<file path="config.mk">
export PLATFORM = sky130hd
export DESIGN_NAME = fetch_issue
export DESIGN_NICKNAME = d
export VERILOG_FILES = /design/src/rtl/cpu_pkg.sv /design/src/rtl/fetch_issue_program_counter.sv /design/src/rtl/fetch_issue.sv
export SDC_FILE = /design/constraint.sdc
export NUM_CORES = 1
export LEC_CHECK = 0
export ABC_AREA = 1
export BUFFER_PORTS_ARGS = -buffer_cell sky130_fd_sc_hd__buf_2
export CORE_MARGIN = 1.5
export CORE_UTILIZATION = 51
export DETAILED_ROUTE_END_ITERATION = 16
export GPL_TIMING_DRIVEN = 0
export MAX_ROUTING_LAYER = met4
export PLACE_DENSITY_LB_ADDON = 0.15
export SLEW_MARGIN = 20
export SYNTH_ARGS = -nofsm -noshare
export SYNTH_HDL_FRONTEND = slang
export SYNTH_SLANG_ARGS = --single-unit
</file>
<file path="constraint.sdc">
create_clock -name clock -period 2.7 [get_ports clock]
set_clock_uncertainty 0.15 [all_clocks]
set_input_delay 0.54 -clock clock [delete_from_list [all_inputs] [get_ports clock]]
set_output_delay 0.54 -clock clock [all_outputs]
set_load 0.03 [all_outputs]
</file>
<file path="src/rtl/cpu_pkg.sv">
// Shared definitions for the two-stage pipeline: D_BUS field layout, opcodes
// and the fetch sequencing states. Fetch and execute both import this.
package cpu_pkg;

    localparam logic [3:0] OP_JMP = 4'hF;
    localparam logic [3:0] OP_JNC = 4'hE;
    localparam logic [3:0] OP_NOP = 4'h8;

    localparam logic [7:0] NOP_WORD = {OP_NOP, 4'h0};

    localparam int OPC_MSB = 7;
    localparam int OPC_LSB = 4;
    localparam int IMM_MSB = 3;
    localparam int IMM_LSB = 0;

    typedef enum logic [1:0] {
        IDLE = 2'd0,
        RUN  = 2'd1,
        STEP = 2'd2
    } fsm_state_e;

    function automatic logic [3:0] opcode_of(input logic [7:0] word);
        return word[OPC_MSB:OPC_LSB];
    endfunction

    function automatic logic [3:0] imm_of(input logic [7:0] word);
        return word[IMM_MSB:IMM_LSB];
    endfunction

endpackage

</file>
<file path="src/rtl/fetch_issue_program_counter.sv">
// Program counter with load-over-increment priority; wraps naturally at PC_W bits.
module program_counter #(
    parameter int              PC_W     = 4,
    parameter logic [PC_W-1:0] RESET_PC = '0
) (
    input  logic            clock,
    input  logic            reset,
    input  logic            load,
    input  logic            inc,
    input  logic [PC_W-1:0] target,
    output logic [PC_W-1:0] pc
);

    logic [PC_W-1:0] pc_q;
    logic [PC_W-1:0] pc_d;

    always_comb begin
        // NOTE: default assigned first so every path drives pc_d and no latch is inferred.
        pc_d = pc_q;
        if (load) begin
            pc_d = target;
        end else if (inc) begin
            pc_d = pc_q + PC_W'(1);
        end
    end

    // NOTE: state registers use non-blocking assignments so all flops update together.
    always_ff @(posedge clock) begin
        if (reset) begin
            pc_q <= RESET_PC;
        end else begin
            pc_q <= pc_d;
        end
    end

    assign pc = pc_q;

endmodule

</file>
<file path="src/rtl/fetch_issue.sv">
// Fetch/issue stage: drives one word per cycle onto D_BUS, resolves JMP/JNC
// from the word already on D_BUS, and inserts a single bubble after a taken branch.
module fetch_issue #(
    parameter int              PC_W     = 4,
    parameter logic [PC_W-1:0] RESET_PC = '0,
    parameter logic [7:0]      NOP_WORD = 8'h80
) (
    input  logic            clock,
    input  logic            reset,
    input  logic            run,
    input  logic            step,
    input  logic            cflag,
    input  logic [7:0]      rom_data,
    output logic [PC_W-1:0] rom_addr,
    output logic [7:0]      D_BUS,
    output logic [PC_W-1:0] pc,
    output logic            flush,
    output logic [7:0]      issue_cnt
);

    import cpu_pkg::*;

    fsm_state_e state_q, state_d;
    logic [7:0] dbus_q, dbus_d;
    logic       flush_q, flush_d;
    logic [7:0] cnt_q, cnt_d;

    logic            taken;
    logic            issue;
    logic            pc_load;
    logic            pc_inc;
    logic [PC_W-1:0] target;
    logic [3:0]      opcode;

    assign opcode = opcode_of(dbus_q);
    assign taken  = (opcode == OP_JMP) | ((opcode == OP_JNC) & ~cflag);
    assign issue  = run | (step & (state_q == IDLE));
    assign target = PC_W'(imm_of(dbus_q));

    program_counter #(
        .PC_W    (PC_W),
        .RESET_PC(RESET_PC)
    ) u_pc (
        .clock (clock),
        .reset (reset),
        .load  (pc_load),
        .inc   (pc_inc),
        .target(target),
        .pc    (pc)
    );

    // A resolving branch wins over issue; the word fetched at the old pc is dropped.
    always_comb begin
        dbus_d  = NOP_WORD;
        flush_d = 1'b1;
        cnt_d   = cnt_q;
        pc_load = 1'b0;
        pc_inc  = 1'b0;
        if (taken) begin
            pc_load = 1'b1;
        end else if (issue) begin
            dbus_d  = rom_data;
            flush_d = 1'b0;
            cnt_d   = cnt_q + 8'd1;
            pc_inc  = 1'b1;
        end
    end

    always_comb begin
        state_d = state_q;
        unique case (state_q)
            IDLE: begin
                if (run) begin
                    state_d = RUN;
                end else if (step) begin
                    state_d = STEP;
                end
            end
            RUN: begin
                if (!run) begin
                    state_d = IDLE;
                end
            end
            STEP: begin
                if (run) begin
                    state_d = RUN;
                end else if (!step) begin
                    state_d = IDLE;
                end
            end
            default: state_d = IDLE;
        endcase
    end

    always_ff @(posedge clock) begin
        if (reset) begin
            state_q <= IDLE;
            dbus_q  <= NOP_WORD;
            flush_q <= 1'b1;
            cnt_q   <= 8'd0;
        end else begin
            state_q <= state_d;
            dbus_q  <= dbus_d;
            flush_q <= flush_d;
            cnt_q   <= cnt_d;
        end
    end

    assign rom_addr  = pc;
    assign D_BUS     = dbus_q;
    assign flush     = flush_q;
    assign issue_cnt = cnt_q;

endmodule

</file>
# --- Word-level counts from Yosys, hierarchy flattened ---
# Index checks and enable logic that the tools add are counted.
totals:
  register_bits: 23
  latch_bits: 0
  mem_bits_rw: 0
  mem_bits_ro: 0
  in_bits: 13
  output_inout_bits: 25
  elab_cells: 39
  mem_count: 0
op_classes:
  addsub: 2
  n_mul: 0
  n_div: 0
  magnitude_cmp: 0
  eq_ne: 7
  shift: 0
  n_mux: 12
  n_bitwise: 7
  reduce_logical: 6
ops:
  columns: ["cell", "n"]
  rows:
  - ["$mux W2", 5]
  - ["$add A8 B1 Y8 const B", 1]
  - ["$eq A4 B4 Y1 const B", 2]
  - ["$mux W4", 2]
  - ["$ne A3 B3 Y1 const B", 2]
  - ["$pmux W2 S3", 1]
  - ["$add A4 B1 Y4 const B", 1]
  - ["$mux W1", 4]
  - ["$not A1 Y1", 3]
  - ["$reduce_and A3 Y1", 1]
  - ["$reduce_or A3 Y1", 1]
  - ["$and A1 B1 Y1", 2]
  - ["$eq A2 B1 Y1 const B", 1]
  - ["$eq A2 B2 Y1 const B", 1]
  - ["$logic_not A2 Y1", 1]
  - ["$ne A2 B2 Y1 const B", 1]
  - ["$or A1 B1 Y1", 2]
  - ["$reduce_and A2 Y1", 1]
  - ["$reduce_bool A2 Y1", 1]
  - ["$reduce_or A2 Y1", 1]

# --- Logic depth before layout (Yosys ltp) ---
# Gate-level depths: netlist of run 1.
depth:
  word_depth: 7
  mapped_depth: 8
  depth_no_buf: 8

# --- By module ---
# From an unflattened synthesis of run 1, not the netlist that was laid out.
unflattened:
  hier_cells: 143
  area_unflattened_um2: 1057.3
by_module_without_submodules:
  columns: ["module", "instances", "cells_each", "area_per_inst_um2", "seq_area_each_um2"]
  rows:
  - ["fetch_issue", 1, 108, 823.3, 380.4]
  - ["program_counter", 1, 35, 234.0, 80.1]

# --- Least setup slack after synthesis of run 1 ---
# No wires, ideal clock.
synth_timing:
  path_type: "register -> register"
  start: "register cnt_q[0], in the netlist issue_cnt[0]"
  end: "register cnt_q[6], in the netlist issue_cnt[6]"
  setup_time_ns: 0.128
  arrival_time_ns: 1.215
  t_required_ns: 2.422
  setup_slack_ns: 1.207
  stages_incl_launch_ff: 7
  n_path_buf: 0
  period_less_slack_ns: 1.493
  path_cell_list: "dfxtp_1 > ha_1 > nand3_1 > nor2_1 > nand4_1 > nand2_1 > nor2_1"
synth_via:
  elab_chain_len: 1
synth_lines:
  columns: ["item", "line_no", "source"]
  rows:
  - ["start, declared", "fetch_issue.sv:26", "logic [7:0] cnt_q, cnt_d;"]
  - ["start signal, assigned", "fetch_issue.sv:105", "cnt_q <= cnt_d;"]
  - ["$add A8 B1 Y8", "fetch_issue.sv:64", "cnt_d = cnt_q + 8'd1;"]
# Every way passes these cells.
# A chain may end at the register's enable or synchronous reset.

# --- Worst setup path in the final report of run 1 ---
layout_timing:
  start: "register u_pc.pc_q[0], in the netlist u_pc.pc[0]"
  end: "output rom_addr[0]"
layout_rtl:
  columns: ["item", "line_no", "source"]
  rows:
  - ["start, declared", "fetch_issue_program_counter.sv:14", "logic [PC_W-1:0] pc_q;"]
  - ["start signal, assigned", "fetch_issue_program_counter.sv:32", "pc_q <= pc_d;"]
  - ["end, declared", "fetch_issue.sv:14", "output logic [PC_W-1:0] rom_addr,"]
# No word-level cell between the ends.

==> out/metrics.csv, run 1 <==
stage;metric;value;unit
grt;grt_pass1_wl;3.71;mm
clocking;cts-resized-gates;0;
drt;wl;2.08;mm
drt;drc;0;
synthesis;netlist_top_cells_count;nand2_1, dfxtp_1, nor2_1;
die;die-area;2370;um^2
job;cap_viol_max_count;0;
power_and_ir_drop;power_frac_clock;0.240;
sta;slew_headroom;0.686;
synthesis;yosys.area_share.simple;0.353;
cells_and_area;drive_gt1_frac;0.290;
sta;slew_violations;0;
drt;ant_nets;0;
sta;fmax;569;MHz
clocking;cts.sink_count;23;
power_and_ir_drop;finalPower;0.000661;W
synthesis;synth-compound-area-share;0.0400;
die;start_util;0.541;
synthesis;synth_top_family_by_area;simple AND/OR/NAND/NOR gates;
synthesis;synth_cells;145;
place;routabilityCongestion;0.808;
synthesis;synth_top_cell_by_area;dfxtp_1;
power_and_ir_drop;p_seq_frac;0.562;
cells_and_area;syn_to_final_growth;23.2;%
clocking;cts_buffers;3;
setup_path;end_kind;output port;
sta;timing.final.hold_violations;0;
grt;grt.total_usage;0.200;
synthesis;synthAdderAreaFrac;0.0236;
power_and_ir_drop;share_comb_of_total_power;0.198;
grt;antenna_found_initial;0;
cells_and_area;antenna_cells;0;
synthesis;synth.distinct_cells;21;
power_and_ir_drop;sw_frac_of_total;0.311;
synthesis;synth-xor-area-share;0.0330;
synthesis;synth-seq-cells;23;
sta;timing.final.crit_period;1.76;ns
clocking;root_buffer;clkbuf_4;
synthesis;ys_warn_count;0;
synthesis;synth_most_common_cell;nand2_1;
power_and_ir_drop;p_int;0.000455;W
synthesis;yosys-top-cells-area;dfxtp_1, nand2_1, nor2_1;
place;port_buffers;37;
drt;vias;992;
die;num_rows;16;
drt;wl_per_cell;9.77;um
clocking;clk_pin_slew;0.13;ns
min_path;hold_class;in -> reg;
synthesis;synth_edf_count;0;
drt;first_pass_iters;4;
synthesis;async_flop_share;0;
synthesis;synthesis.nets;160;
power_and_ir_drop;power_leakage;0.714;nW
clocking;postCtsSetupBuffers;0;
sta;rsz0062_at_grt;no;
clocking;htree_levels;1;
synthesis;yosysSeqAreaShare;0.433;
power_and_ir_drop;p_per_area;505;nW/um^2
die;io-pin-count;38;
setup_path;path_class;reg -> out;
clocking;cts_tree;done;
sta;fin_crit_sh;0.651;
drt;drt_iter0_drc;30;
clocking;cts_buffer_depth;2;
clocking;holdBufCountCts;0;
sta;setup_viol;0;
sta;tns;0;ns
setup_path;cp.required;2.01;ns
synthesis;synthMuxAreaShare;0;
die;die_h;48.6;um
setup_path;cp-start-kind;register;
run_status;status;finished, final reports clean;
setup_path;critPathArrivalTime;1.07;ns
die;core;1960;um^2
clocking;clk_latency;0.31;ns
power_and_ir_drop;power.switching;0.000205;W
sta;worst_pin_slew;0.472;ns
die;dieWidth;48.6;um
power_and_ir_drop;ir_drop;318;uV
synthesis;synth_top_cell_area_share;0.433;
synthesis;synth_area;1060;um^2
drt;via_per_inst;4.66;
synthesis;synth-main-ff-cell;dfxtp_1;
place;dp_hpwl;1.63;mm
grt;grt-ovfl-total;0;
cells_and_area;final_nets;202;
synthesis;syn_area_per_cell;7.33;um^2
grt;grt_max_degree;14;
setup_path;cp_max_fo;6;
grt;grt_pass1_vias;894;
-- power groups by stage --
stage,Sequential [W],Combinational (W),Clock [W]
global placement,0.000378,0.000128,0
finish,0.000371,0.000131,0.000159
detailed placement,0.000379,0.000131,0
floorplan,0.000409,0.0000615,0
CTS,0.000371,0.000132,0.000164
global route,0.000374,0.000144,0.000179
-- routing by layer --
layer	routed length [um]	global-route usage	vias to the layer above	share of wire
li1	-	-	525	-
met1	963	0.270	429	0.46
met2	978	0.304	34	0.47
met3	119	0.0309	4	0.057
met4	20	0.0762	0	0.0096
met5	0	-	-	0
-- through the flow --
stage | worst slack, ns | hold slack [ns] | cells | area (um^2) | utilization
6_report | 0.943 | 0.232 | 213 | 1310 | 0.667
5_1_grt | 0.877 | 0.210 | 213 | 1310 | 0.667
4_1_cts | 0.933 | 0.227 | 213 | 1310 | 0.667
3_5_place_dp | 1.09 | 0.287 | 209 | 1280 | 0.653
3_3_place_gp | 1.12 | 0.276 | 209 | 1280 | 0.653
2_1_floorplan | 1.21 | 0.266 | 145 | 1060 | -
-- registers in the layout, indices dropped and copies added (netlist names) --
signal and cells:
flush 1, D_BUS 8, issue_cnt 8, u_pc.pc 4, state_q 2
-- cells in the final DEF, fill, tap and decap left out, drive strengths merged --
master  instances
clkinv          1
a21oi           6
buf            42
nand2          39
clkbuf          4
nand4           3
xor2            1
a211oi          1
xnor2           3
ha              2
nor4            1
dfxtp          23
nor2           24
nand3          13
o21ai           1
or2             1
inv            21
-- layout make-up --
type,instances,area [um^2]
Timing Repair Buffer,37,185
Inverter,21,78.8
Sequential cell,23,460
Clock inverter,1,5.00
Buffer,6,45.0
Tap cell,27,33.8
Fill cell,197,653
Clock buffer,3,22.5
Multi-Input combinational cell,95,478
-- path summary, 6_finish.rpt --
| kind | from | depth (start not counted) | to | slack [ns] |
|---|---|---|---|---|
| max | u_pc.pc[0] | 2 | rom_addr[0] | 0.94 |
| min | run | 2 | state_q[1] | 0.23 |
| max reg2reg | issue_cnt[0] | 7 | issue_cnt[6] | 1.24 |
| min reg2reg | state_q[0] | 1 | state_q[1] | 0.31 |
-- critical path: stages (launching register included) --
cell and delay (ns):
dfxtp_1 0.44, buf_4 0.14, buf_2 0.18
-- kinds of logic (layout without fill, tap and decap cells) --
group           after synthesis  count (layout)
xor+xnor                      4               4
buf+inv                      27              68
flops                        23              23
fa+ha+maj                     2               2
compound gates                8               8
simple gates                 81              81
Power figures use the tool's default switching activity.
==> run 2: changes to the inputs <==
--- a/config.mk
+++ b/config.mk
@@ -8,7 +8,7 @@
 export ABC_AREA = 1
 export BUFFER_PORTS_ARGS = -buffer_cell sky130_fd_sc_hd__buf_2
 export CORE_MARGIN = 1.5
-export CORE_UTILIZATION = 51
+export CORE_UTILIZATION = 43
 export DETAILED_ROUTE_END_ITERATION = 16
 export GPL_TIMING_DRIVEN = 0
 export MAX_ROUTING_LAYER = met4
==> constraint.sdc (replaced) <==
create_clock -name clock -period 1.44 [get_ports clock]
set_clock_uncertainty 0.15 [all_clocks]
set_input_delay 0.288 -clock clock [delete_from_list [all_inputs] [get_ports clock]]
set_output_delay 0.288 -clock clock [all_outputs]
set_load 0.03 [all_outputs]
==> run 2 against run 1 <==
Effect of this change: cell count is 3.3% higher; sequential share of layout area is 0.87 points lower; sequential power grew 88%; critical endpoint is now rom_addr[2].
==> out/metrics.csv, run 2 (synthesized netlist as in run 1, its figures left out) <==
stage;metric;value;unit
run_status;status;finished, final reports clean;
power_and_ir_drop;finalPower;0.00127;W
sta;fmax;713;MHz
sta;setup_viol;0;
grt;grtUsageMet3;0.0343;
min_path;min-delay-start;rom_data[6];
grt;grt.met2_usage;0.281;
setup_path;cp-start-kind;register;
setup_path;slowest_stage;dfxtp_4;
sta;worst_pin_slew;0.480;ns
setup_path;worst-path-buf-inv;2;
place;dp.cells;210;
clocking;cts_tree;done;
grt;grt-ovfl-total;0;
cells_and_area;fin_util;0.620;
power_and_ir_drop;share_comb_of_total_power;0.211;
cells_and_area;antenna_cells;0;
power_and_ir_drop;ir_drop;571;uV
drt;drt_iter0_drc;9;
die;start_util;0.467;
power_and_ir_drop;power.switching;0.000391;W
place;port_buffers;37;
cells_and_area;final_cell_mix;nand2_1, buf_2, nor2_1, inv_1, nand3_1;
power_and_ir_drop;p_seq_frac;0.551;
setup_path;cp.required;1.00;ns
min_path;min_to;D_BUS[6];
setup_path;path_common_cell;buf_4;
min_path;holdPathStages;3;
power_and_ir_drop;p_per_area;897;nW/um^2
setup_path;path_cells;buf_4 > buf_4;
clocking;clk_latency;0.31;ns
cells_and_area;final_nets;208;
cells_and_area;fin_cells;220;
min_path;hold_class;in -> reg;
clocking;htree_levels;1;
sta;slew_violations;0;
drt;drc;0;
setup_path;r2r-end;D_BUS[7];
setup_path;critPathArrivalTime;0.96;ns
clocking;cts.sink_count;23;
grt;grt.total_usage;0.171;
clocking;cts_buffer_depth;2;
power_and_ir_drop;power_frac_clock;0.238;
setup_path;r2r-start;state_q[1];
die;io-pin-count;38;
sta;slew_headroom;0.680;
place;dp_hpwl;1.60;mm
setup_path;end_kind;output port;
power_and_ir_drop;p_int;0.000874;W
drt;vias;998;
setup_path;worst_path_largest_cell_delay;0.38;ns
job;cap_viol_max_count;0;
sta;finalHoldWorstSlack;0.0181;ns
die;die-area;2780;um^2
place;routabilityCongestion;0.797;
cells_and_area;syn_to_final_growth;32.9;%
die;core;2280;um^2
power_and_ir_drop;power_leakage;0.751;nW
setup_path;reg2reg_setup_slack;0.09;ns
cells_and_area;drive_gt1_frac;0.385;
power_and_ir_drop;sw_frac_of_total;0.309;
drt;first_pass_iters;4;
sta;timing.final.crit_period;1.40;ns
clocking;cts_buffers;3;
drt;wl;2.14;mm
sta;timing.final.hold_violations;0;
grt;grt_max_degree;14;
cells_and_area;layout_commonest_cell;nand2_1;
grt;grt_pass1_vias;828;
drt;via_per_inst;4.54;
clocking;root_buffer;clkbuf_4;
setup_path;path_class;reg -> out;
drt;ant_nets;0;
grt;busiest_layer;met2;
die;num_rows;17;
die;die_h;52.7;um
grt;antenna_found_initial;0;
drt;wl_per_cell;9.72;um
setup_path;cp_max_fo;4;
cells_and_area;nFillCells;224;
sta;tns;0;ns
setup_path;crit_family;flip-flops;
die;dieWidth;52.7;um
grt;grt_use_met1;0.206;
grt;grt_pass1_wl;3.42;mm
clocking;clk_pin_slew;0.13;ns
sta;fin_crit_sh;0.974;
setup_path;reg2reg_depth;7;
## run 2: changes by cell type in the layout (fill, tap and decap cells not counted)
cell,previous run,this run
dfxtp_2,0,10
dfxtp_4,0,3
nand3_1,13,12
buf_6,1,3
buf_2,37,33
nor2_2,0,2
dfxtp_1,23,10
buf_4,4,10
dlygate4sd3_1,0,2
nor2_1,22,20
nand3_2,0,1
## run 2: final cells by class
type                       instances  area [um^2]  area share
clock buffer                       3         22.5      0.0160
buffer                             6         45.0      0.0319
clock inverter                     1         5.00     0.00355
multi-input combinational         95          488       0.346
sequential                        23          484       0.343
tap                               28         35.0      0.0248
timing repair buffer              43          253       0.179
inverter                          21         78.8      0.0559
## run 2: how the worst max path moves through the flow
stage / from / end / slack [ns] / cells after the start
4_1_cts: u_pc.pc[1] / rom_addr[1] / 0.004 / 2
5_1_grt: u_pc.pc[2] / rom_addr[2] / -0.009 / 2
3_5_place_dp: cflag / D_BUS[7] / 0.08 / 7
2_1_floorplan: issue_cnt[2] / issue_cnt[7] / 0.04 / 6
6_report: u_pc.pc[2] / rom_addr[2] / 0.04 / 2
3_3_place_gp: cflag / D_BUS[7] / 0.1 / 7
## run 2: layer usage
metal  wire [um]  up-vias
li1            -      534
met1         976      438
met2        1060       22
met5           0        -
met4          25        0
met3          73        4
## run 2: power groups by stage
stage	clock network [W]	registers, W	logic, W
final	0.000301	0.000697	0.000267
after floorplan	0	0.000769	0.000115
after detailed placement	0	0.000713	0.000246
after global placement	0	0.000711	0.000242
after CTS	0.000315	0.000698	0.000251
after global routing	0.000344	0.000703	0.000294
## run 2: metrics by stage
stage	worst slack (ns)	instance area, um^2
final	0.0372	1410
after global routing	-0.00936	1410
after CTS	0.00392	1350
after detailed placement	0.0790	1290
after global placement	0.0987	1290
after floorplan	0.0434	1070
## run 2: worst reg2reg max path, delay by kind of cell, from the launching register on
family | cells | cell delay, ns
simple gates | 6 | 0.67
flops | 1 | 0.34
buf+inv | 1 | 0.08
## run 2: what timing repair did
action	4_1_cts	5_1_grt
pin swaps	0	0
gates resized for setup	6	17
endpoints found under the setup margin	5	12
hold buffers	2	0
setup buffers	0	4
hold endpoints to repair	2	0
==> run 3: changes to the inputs <==
==> constraint.sdc (replaced) <==
create_clock -name clock -period 1.44 [get_ports clock]
set_clock_uncertainty 0.15 [all_clocks]
set_input_delay 0.216 -clock clock [delete_from_list [all_inputs] [get_ports clock]]
set_output_delay 0.216 -clock clock [all_outputs]
set_load 0.03 [all_outputs]
==> run 3 against run 2 <==
Effect of this change: setup slack gained 0.028 ns; sequential power is essentially flat; register-to-register slack is essentially flat; count of clock-buffer cells in the layout is the same; flip-flop and latch count is the same; wire length grew 1.9%.
==> out/metrics.csv, run 3 (synthesized netlist as in run 1, its figures left out) <==
stage;metric;value;unit
power_and_ir_drop;ir_drop;576;uV
place;routabilityCongestion;0.797;
run_status;status;finished, final reports clean;
cells_and_area;layout_commonest_cell;buf_2;
sta;timing.final.hold_violations;0;
place;port_buffers;37;
clocking;clk_latency;0.32;ns
clocking;clk_pin_slew;0.13;ns
clocking;cts.sink_count;23;
min_path;hold_class;in -> reg;
cells_and_area;final_nets;213;
cells_and_area;antenna_cells;0;
die;dieWidth;52.7;um
drt;vias;1013;
sta;setup_viol;0;
clocking;root_buffer;clkbuf_4;
drt;drc;0;
drt;wl;2.18;mm
place;dp_hpwl;1.60;mm
grt;grt_pass1_wl;3.59;mm
grt;grt_max_degree;14;
die;io-pin-count;38;
die;num_rows;17;
setup_path;cp.required;1.07;ns
power_and_ir_drop;share_comb_of_total_power;0.210;
setup_path;cp-start-kind;register;
setup_path;path_class;reg -> out;
cells_and_area;drive_gt1_frac;0.340;
power_and_ir_drop;sw_frac_of_total;0.311;
die;die_h;52.7;um
power_and_ir_drop;power.switching;0.000396;W
grt;antenna_found_initial;0;
drt;via_per_inst;4.50;
power_and_ir_drop;p_seq_frac;0.549;
drt;wl_per_cell;9.68;um
cells_and_area;fin_util;0.630;
cells_and_area;syn_to_final_growth;35.0;%
die;die-area;2780;um^2
grt;grt.total_usage;0.180;
die;core;2280;um^2
setup_path;end_kind;output port;
sta;tns;0;ns
drt;drt_iter0_drc;10;
setup_path;cp_max_fo;6;
sta;fmax;727;MHz
power_and_ir_drop;power_leakage;0.763;nW
power_and_ir_drop;p_per_area;888;nW/um^2
setup_path;critPathArrivalTime;1.01;ns
sta;slew_headroom;0.675;
drt;first_pass_iters;4;
job;cap_viol_max_count;0;
clocking;cts_buffers;3;
sta;timing.final.crit_period;1.37;ns
clocking;cts_buffer_depth;2;
sta;worst_pin_slew;0.487;ns
die;start_util;0.467;
sta;fin_crit_sh;0.955;
power_and_ir_drop;p_int;0.000877;W
clocking;htree_levels;1;
sta;rsz0062_at_grt;yes;
sta;slew_violations;0;
clocking;cts_tree;done;
grt;grt_pass1_vias;870;
power_and_ir_drop;finalPower;0.00127;W
power_and_ir_drop;power_frac_clock;0.241;
grt;grt-ovfl-total;0;
cells_and_area;final_cell_mix;buf_2, nand2_1, nor2_1, inv_1, dfxtp_1;
drt;ant_nets;0;
sta;finalHoldWorstSlack;0.0238;ns
[run 3: stage by stage]
| step | setup WS, ns | cells | instance area, um^2 |
|---|---|---|---|
| 6_report | 0.0654 | 225 | 1430 |
| 5_1_grt | -0.0169 | 225 | 1430 |
| 4_1_cts | 0.0160 | 224 | 1420 |
| 3_5_place_dp | 0.0898 | 210 | 1290 |
| 3_3_place_gp | 0.116 | 210 | 1290 |
| 2_1_floorplan | 0.0434 | 145 | 1070 |
[run 3: path summary, 6_finish.rpt]
check                                 from  cells past startpoint          end  slack [ns]
worst max register to register  state_q[1]                      7     D_BUS[7]        0.09
worst max-delay path            u_pc.pc[2]                      2  rom_addr[2]        0.07
worst min-delay path                 reset                      4   u_pc.pc[3]        0.02
worst min register to register  state_q[1]                      1   state_q[0]        0.31
[run 3: final cells by class]
cell class | count | area [um^2]
Buffer | 6 | 45.0
Clock buffer | 3 | 22.5
Clock inverter | 1 | 5.00
Fill cell | 214 | 842
Inverter | 21 | 78.8
Multi-Input combinational cell | 95 | 483
Sequential cell | 23 | 472
Tap cell | 28 | 35.0
Timing Repair Buffer | 48 | 293
[run 3: routing by layer]
layer	routed length [um]	GRT usage
met4	32	0.0641
met5	0	-
met1	1000	0.208
met2	1070	0.310
met3	66	0.0343
[run 3: critical path, stage by stage, from the launching register on]
cell,delay (ns)
dfxtp_2,0.40
buf_4,0.11
buf_2,0.18
[run 3: power by group through the flow]
stage          clock, W  combinational, W  sequential (W)
2_1_floorplan         0          0.000115        0.000769
3_3_place_gp          0          0.000242        0.000711
3_5_place_dp          0          0.000246        0.000713
4_1_cts        0.000315          0.000268        0.000699
5_1_grt        0.000344          0.000295        0.000705
6_report       0.000307          0.000267        0.000699
[run 3: timing repair]
item,4_1_cts,5_1_grt
endpoints found under the hold margin,9,0
setup endpoints to repair,2,6
hold buffers,10,0
pin swaps,0,1
gates resized for setup,2,5
cloned,0,0
buffers inserted,0,1
